File: src/rtl/pwm_comp_gen.sv
// Complementary half-bridge PWM with dead time, period-aligned setting updates,
// current-sense blanking window and a latched fault shutdown.
//
// state        | meaning
// -------------+-----------------------------------------------------------
// ST_RUN       | normal switching, gates follow the counter compare
// ST_FAULT     | fault seen, gates forced low, fault_latched asserted
// ST_WAIT_SYNC | fault cleared, gates held low until the next period start
module pwm_comp_gen #(
  parameter int WIDTH   = 11,
  parameter int DT_W    = 8,
  parameter int BLANK_W = 8,
  parameter int MIN_DT  = 1
) (
  input  logic               clk,
  input  logic               rst_n,
  input  logic               en,
  input  logic [WIDTH-1:0]   duty,
  input  logic [DT_W-1:0]    deadtime,
  input  logic [BLANK_W-1:0] blank_len,
  input  logic               fault,
  input  logic               fault_clr,
  output logic               PWM1,
  output logic               PWM2,
  output logic               PWM_synch,
  output logic               ovr_I_blank,
  output logic               fault_latched
);

  localparam int SW = WIDTH + 2;
  localparam logic [WIDTH-1:0] CNT_MAX = '1;

  typedef enum logic [1:0] {
    ST_RUN       = 2'd0,
    ST_FAULT     = 2'd1,
    ST_WAIT_SYNC = 2'd2
  } state_t;

  state_t state, state_nxt;

  logic [WIDTH-1:0]   cnt;
  logic [WIDTH-1:0]   duty_act;
  logic [DT_W-1:0]    dt_act;
  logic [BLANK_W-1:0] blank_act;
  logic [DT_W-1:0]    dt_clamped;
  logic               at_end;
  logic               shadow_ld;
  logic               fault_block;

  logic [SW-1:0] cnt_x;
  logic [SW-1:0] duty_x;
  logic [SW-1:0] dt_x;
  logic [SW-1:0] blank_x;
  logic [SW-1:0] e1;
  logic [SW-1:0] lo_end;
  logic [SW-1:0] hi_end;

  logic pwm1_nxt;
  logic pwm2_nxt;
  logic blank_nxt;

  assign at_end    = (cnt == CNT_MAX);
  assign shadow_ld = ~en | at_end;
  assign dt_clamped = (deadtime < DT_W'(MIN_DT)) ? DT_W'(MIN_DT) : deadtime;

  always_ff @(posedge clk or negedge rst_n) begin
    if (!rst_n) begin
      cnt <= '0;
    end else if (en) begin
      cnt <= cnt + 1'b1;
    end else begin
      cnt <= '0;
    end
  end

  // Settings only change at the period boundary (or continuously while stopped).
  always_ff @(posedge clk or negedge rst_n) begin
    if (!rst_n) begin
      duty_act  <= '0;
      dt_act    <= '0;
      blank_act <= '0;
    end else if (shadow_ld) begin
      duty_act  <= duty;
      dt_act    <= dt_clamped;
      blank_act <= blank_len;
    end
  end

  // Widened arithmetic so the end points never wrap past the period.
  assign cnt_x   = SW'(cnt);
  assign duty_x  = SW'(duty_act);
  assign dt_x    = SW'(dt_act);
  assign blank_x = SW'(blank_act);
  assign e1      = duty_x + dt_x;
  assign lo_end  = dt_x + blank_x;
  assign hi_end  = e1 + blank_x;

  always_ff @(posedge clk or negedge rst_n) begin
    if (!rst_n) begin
      state <= ST_RUN;
    end else begin
      state <= state_nxt;
    end
  end

  always_comb begin
    state_nxt = state;
    case (state)
      ST_RUN: begin
        if (fault) state_nxt = ST_FAULT;
      end
      ST_FAULT: begin
        if (fault_clr && !fault) state_nxt = ST_WAIT_SYNC;
      end
      ST_WAIT_SYNC: begin
        if (fault)       state_nxt = ST_FAULT;
        else if (at_end) state_nxt = ST_RUN;
      end
      default: state_nxt = ST_FAULT;
    endcase
  end

  // A fault input blocks the gates on the very edge it is sampled.
  assign fault_block = (state != ST_RUN) | fault;

  always_comb begin
    pwm1_nxt  = 1'b0;
    pwm2_nxt  = 1'b0;
    blank_nxt = 1'b0;
    if (en) begin
      pwm1_nxt  = (cnt_x >= dt_x) && (cnt_x < duty_x) && !fault_block;
      pwm2_nxt  = (cnt_x >= e1) && !fault_block;
      blank_nxt = ((duty_x > dt_x) && (cnt_x >= dt_x) && (cnt_x < lo_end)) ||
                  ((cnt_x >= e1) && (cnt_x < hi_end));
    end
  end

  always_ff @(posedge clk or negedge rst_n) begin
    if (!rst_n) begin
      PWM1        <= 1'b0;
      PWM2        <= 1'b0;
      ovr_I_blank <= 1'b0;
    end else begin
      PWM1        <= pwm1_nxt;
      PWM2        <= pwm2_nxt;
      ovr_I_blank <= blank_nxt;
    end
  end

  // Strobe is also held low while reset is asserted.
  assign PWM_synch     = en & rst_n & (cnt == '0);
  assign fault_latched = (state == ST_FAULT);

endmodule

File: config.mk
export PLATFORM = sky130hd
export DESIGN_NAME = pwm_comp_gen
export DESIGN_NICKNAME = d
export VERILOG_FILES = /design/src/rtl/pwm_comp_gen.sv
export SDC_FILE = /design/constraint.sdc
export NUM_CORES = 1
export LEC_CHECK = 0
export CAP_MARGIN = 20
export CELL_PAD_IN_SITES_DETAIL_PLACEMENT = 1
export CELL_PAD_IN_SITES_GLOBAL_PLACEMENT = 1
export CORE_ASPECT_RATIO = 0.5
export CORE_MARGIN = 1.5
export CORE_UTILIZATION = 49
export CTS_CLUSTER_SIZE = 40
export DETAILED_ROUTE_END_ITERATION = 7
export HOLD_SLACK_MARGIN = 0.06
export PLACE_DENSITY = 0.84
export SETUP_SLACK_MARGIN = 0.4
export SLEW_MARGIN = 20
export SYNTH_ARGS = -nofsm -noshare
export SYNTH_HDL_FRONTEND = slang
export SYNTH_SLANG_ARGS = --single-unit
File: constraint.sdc
create_clock -name clk -period 9.1 [get_ports clk]
set_input_delay 1.82 -clock clk [delete_from_list [all_inputs] [get_ports clk]]
set_output_delay 1.82 -clock clk [all_outputs]
set_load 0.01 [all_outputs]
==> reports/qor.yml <==
status: "complete, no violations"
fin_nets: 594
cellLeakagePower_nw: 2.26
finalWeightedCongestion: 0.867
cts_tree: "done"
wl_um: 11100
cts_inserted_buffers: 5
post_cts.repair.setup_buffers: 0
final_min_period_over_clock_period_pct: 58.6
crit_path_cell_trace: "clkdlybuf4s50_1, nand3_1, nor2_1, clkdlybuf4s50_1"
fmax_mhz: 188
switching_power_mw: 0.279
synth.lib_cells_used.distinct: 52
syn_nets: 558
setup_slack_ns: 3.77
min-delay-path-class: "flip-flop to flip-flop"
grt_max_degree: 48
clockPowerShare_pct: 27.5
layout-drive-gt1-share_pct: 3.98
post_synthesis_sequential_element_count: 43
core_area_um2: 7970
internal-power_mw: 0.478
fp.dieArea_um2: 8790
drtPass1Iterations: 4
final.fill_count: 962
final_power_mw: 0.758
grt_first_pass_wirelength_um: 17700
post_cts_resized: 0
synth_cells: 441
crit_path_frequent_cell: "sky130_fd_sc_hd__clkdlybuf4s50_1"
die_w_um: 131
wire_per_inst_um: 18.8
syn_area_um2: 4020
post_drt_via_cell_ratio: 5.79
clock_sink_count: 43
grt_overflow: 0
core.rowCount: 23
drtAntennaViolNets: 0
crit_path_top_delay_cell: "sky130_fd_sc_hd__clkdlybuf4s50_1"
slew_headroom_pct: 33.2
worstSetupStartpointType: "input pin"
antenna_found_initial: 0
clock_insertion_delay_worst_skew_ns: 0.29
placement.setup.worst_slack_ns: 3.79
dieHeight_um: 67.1
tightest_slew_ns: 0.999
skew_ns: 0.00844
num_antenna_cells: 0
initialDrtViolationCount: 175
synth_area_per_cell_um2: 9.12
ys.flop_type: "sky130_fd_sc_hd__dfrtp_1"
ys_async_sr_fraction_pct: 100
yosysWarnings: 0
area_growth_syn_to_layout_pct: 15.6
timing.setup.critical_path_class: "input pin to primary output"
setup_total_negative_slack_ns: 0
number_of_enable_flip_flop_cells_after_synthesis: 0
comb_power_share_pct: 42.7
switching_share_pct: 36.8
clk_path_buf_depth: 2
grt_pass1_vias: 3503
num_io_pins: 37
setup_viol: 0
grt_use_total_pct: 27.2
slew_violations: 0
power.density_cell_area_nw_per_um2: 163
remaining_drc_errors: 0
required_time_of_the_critical_path_ns: 7.28
synth_area_leaders: "sky130_fd_sc_hd__dfrtp_1, sky130_fd_sc_hd__ha_1, sky130_fd_sc_hd__xnor2_1"
ctsHtreeMaxLevel: 2
final_cell_area_um2: 4650
critPathCaptureType: "primary output"
worst-path-max-fanout: 16
arrival_ns: 3.51
timing.final.hold_violations: 0
postPlaceCellArea_um2: 4490
timing.final.crit_period_ns: 5.33
route.vias.total: 3411
start_util_pct: 50.4
place_hpwl_um: 8560
sequential_fraction_of_design_power_pct: 29.8
synth_top_cell_area_share_pct: 26.8
clkSlewWorstSetupHoldPaths_ns: 0.06
seq_area_frac_synth_pct: 26.8
place.port_buffers: 36
clockRootBuffer: "sky130_fd_sc_hd__clkbuf_16"
rsz0062_at_grt: "false"
ctsHoldBuffers: 0
largest_area_contributor_in_the_netlist: "sky130_fd_sc_hd__dfrtp_1"
crit_path_max_incr_delay_ns: 0.84
vdd_ir_drop_max_v: 0.0000674
timing.max_cap.violations: 0
==> flip-flops by register name (all words and copies together) (netlist names) <==
| signal | flops |
|---|---|
| ovr_I_blank | 1 |
| duty_act | 11 |
| PWM2 | 1 |
| dt_act | 8 |
| blank_act | 8 |
| state | 2 |
| cnt | 11 |
| PWM1 | 1 |
==> through the flow <==
step | util, % | hold WS, ns | instances
2_1_floorplan | - | 0.486 | 441
3_3_place_gp | 56.3 | 0.525 | 582
3_5_place_dp | 56.3 | 0.539 | 582
4_1_cts | 58.3 | 0.562 | 589
5_1_grt | 58.3 | 0.581 | 589
6_report | 58.3 | 0.555 | 589
==> logic make-up after synthesis <==
kind of cell	Yosys count	synth area share, %
DFF	43	26.8
xor gates and xnor gates	32	7.16
muxes	7	1.96
buffers and inverters	46	4.54
AOI/OAI and AO/OA	109	17.1
adders and majority gates	85	27.0
and+or+nand+nor	119	15.5
==> power groups by stage <==
stage	Combinational [mW]	Sequential [mW]	Clock [mW]
final	0.324	0.225	0.208
after global routing	0.367	0.227	0.222
after CTS	0.325	0.225	0.212
after detailed placement	0.319	0.228	0
after global placement	0.304	0.227	0
after floorplan	0.239	0.219	0
==> cell usage in the layout, fill, tap and decap left out, drive strengths merged, types with 2 or more instances in the layout <==
cell,instances
ha,82
dfrtp,43
inv,38
clkdlybuf4s50,35
o21ai,33
nand2,32
a21oi,30
nor2,21
xnor2,20
xor2,12
and2,10
nand2b,10
nor3,10
nand3,9
nor2b,9
a21o,9
o21a,7
mux2,7
a31oi,5
a211oi,5
o211ai,5
clkbuf,5
nand4,4
nand3b,3
fa,3
and3,2
nor4,2
or3,2
o21bai,2
nor3b,2
o2111ai,2
a21boi,2
buf,2
==> worst max-delay path: cells and delay by family <==
kind | cells | cell delay [ns]
buffers and inverters | 2 | 1.38
and+or+nand+nor | 2 | 0.31
==> final timing paths <==
| check | start | endpoint | slack, ns | cells past startpoint |
|---|---|---|---|---|
| min reg2reg | state[0]$_DFFE_PN0P_ | state[0]$_DFFE_PN0P_ | 0.55 | 1 |
| min in group asynchronous | rst_n | blank_act[7]$_DFFE_PN0P_ | 1.60 | 2 |
| max in group asynchronous | rst_n | PWM1$_DFF_PN0_ | 7.06 | 2 |
| max | en | PWM_synch | 3.77 | 4 |
| min | state[0]$_DFFE_PN0P_ | state[0]$_DFFE_PN0P_ | 0.55 | 1 |
| max reg2reg | dt_act[4]$_DFFE_PN0P_ | ovr_I_blank$_DFF_PN0_ | 4.62 | 18 |
==> cell type report <==
type / instances / area [µm²] / area share [%]
tap: 112 / 140 / 3.01
inverter: 38 / 143 / 3.07
timing repair buffer: 37 / 363 / 7.81
clock buffer: 5 / 125 / 2.69
multi-input combinational: 352 / 2760 / 59.5
sequential: 43 / 1080 / 23.1
clock inverter: 2 / 37.5 / 0.808
==> metal layers <==
layer  vias to the layer above  part of all wire, %  GRT usage [%]
li1                       1639                    -              -
met1                      1690                   52           38.7
met2                        64                   42           42.0
met3                        18                  4.4           5.38
met4                         0                  1.6           7.28
met5                         -                    0              0
==> synthesized netlist by cell type, drive strengths merged (7+ instances only) <==
| cell type | instances |
|---|---|
| nand2b | 10 |
| ha | 82 |
| xor2 | 12 |
| xnor2 | 20 |
| nor2b | 9 |
| nand3 | 9 |
| and2 | 10 |
| mux2 | 7 |
| nor3 | 10 |
| nand2 | 32 |
| o21ai | 33 |
| dfrtp | 43 |
| a21o | 9 |
| inv | 38 |
| a21oi | 30 |
| o21a | 7 |
| nor2 | 21 |
Note: power is estimated with default switching activity, not from simulation.
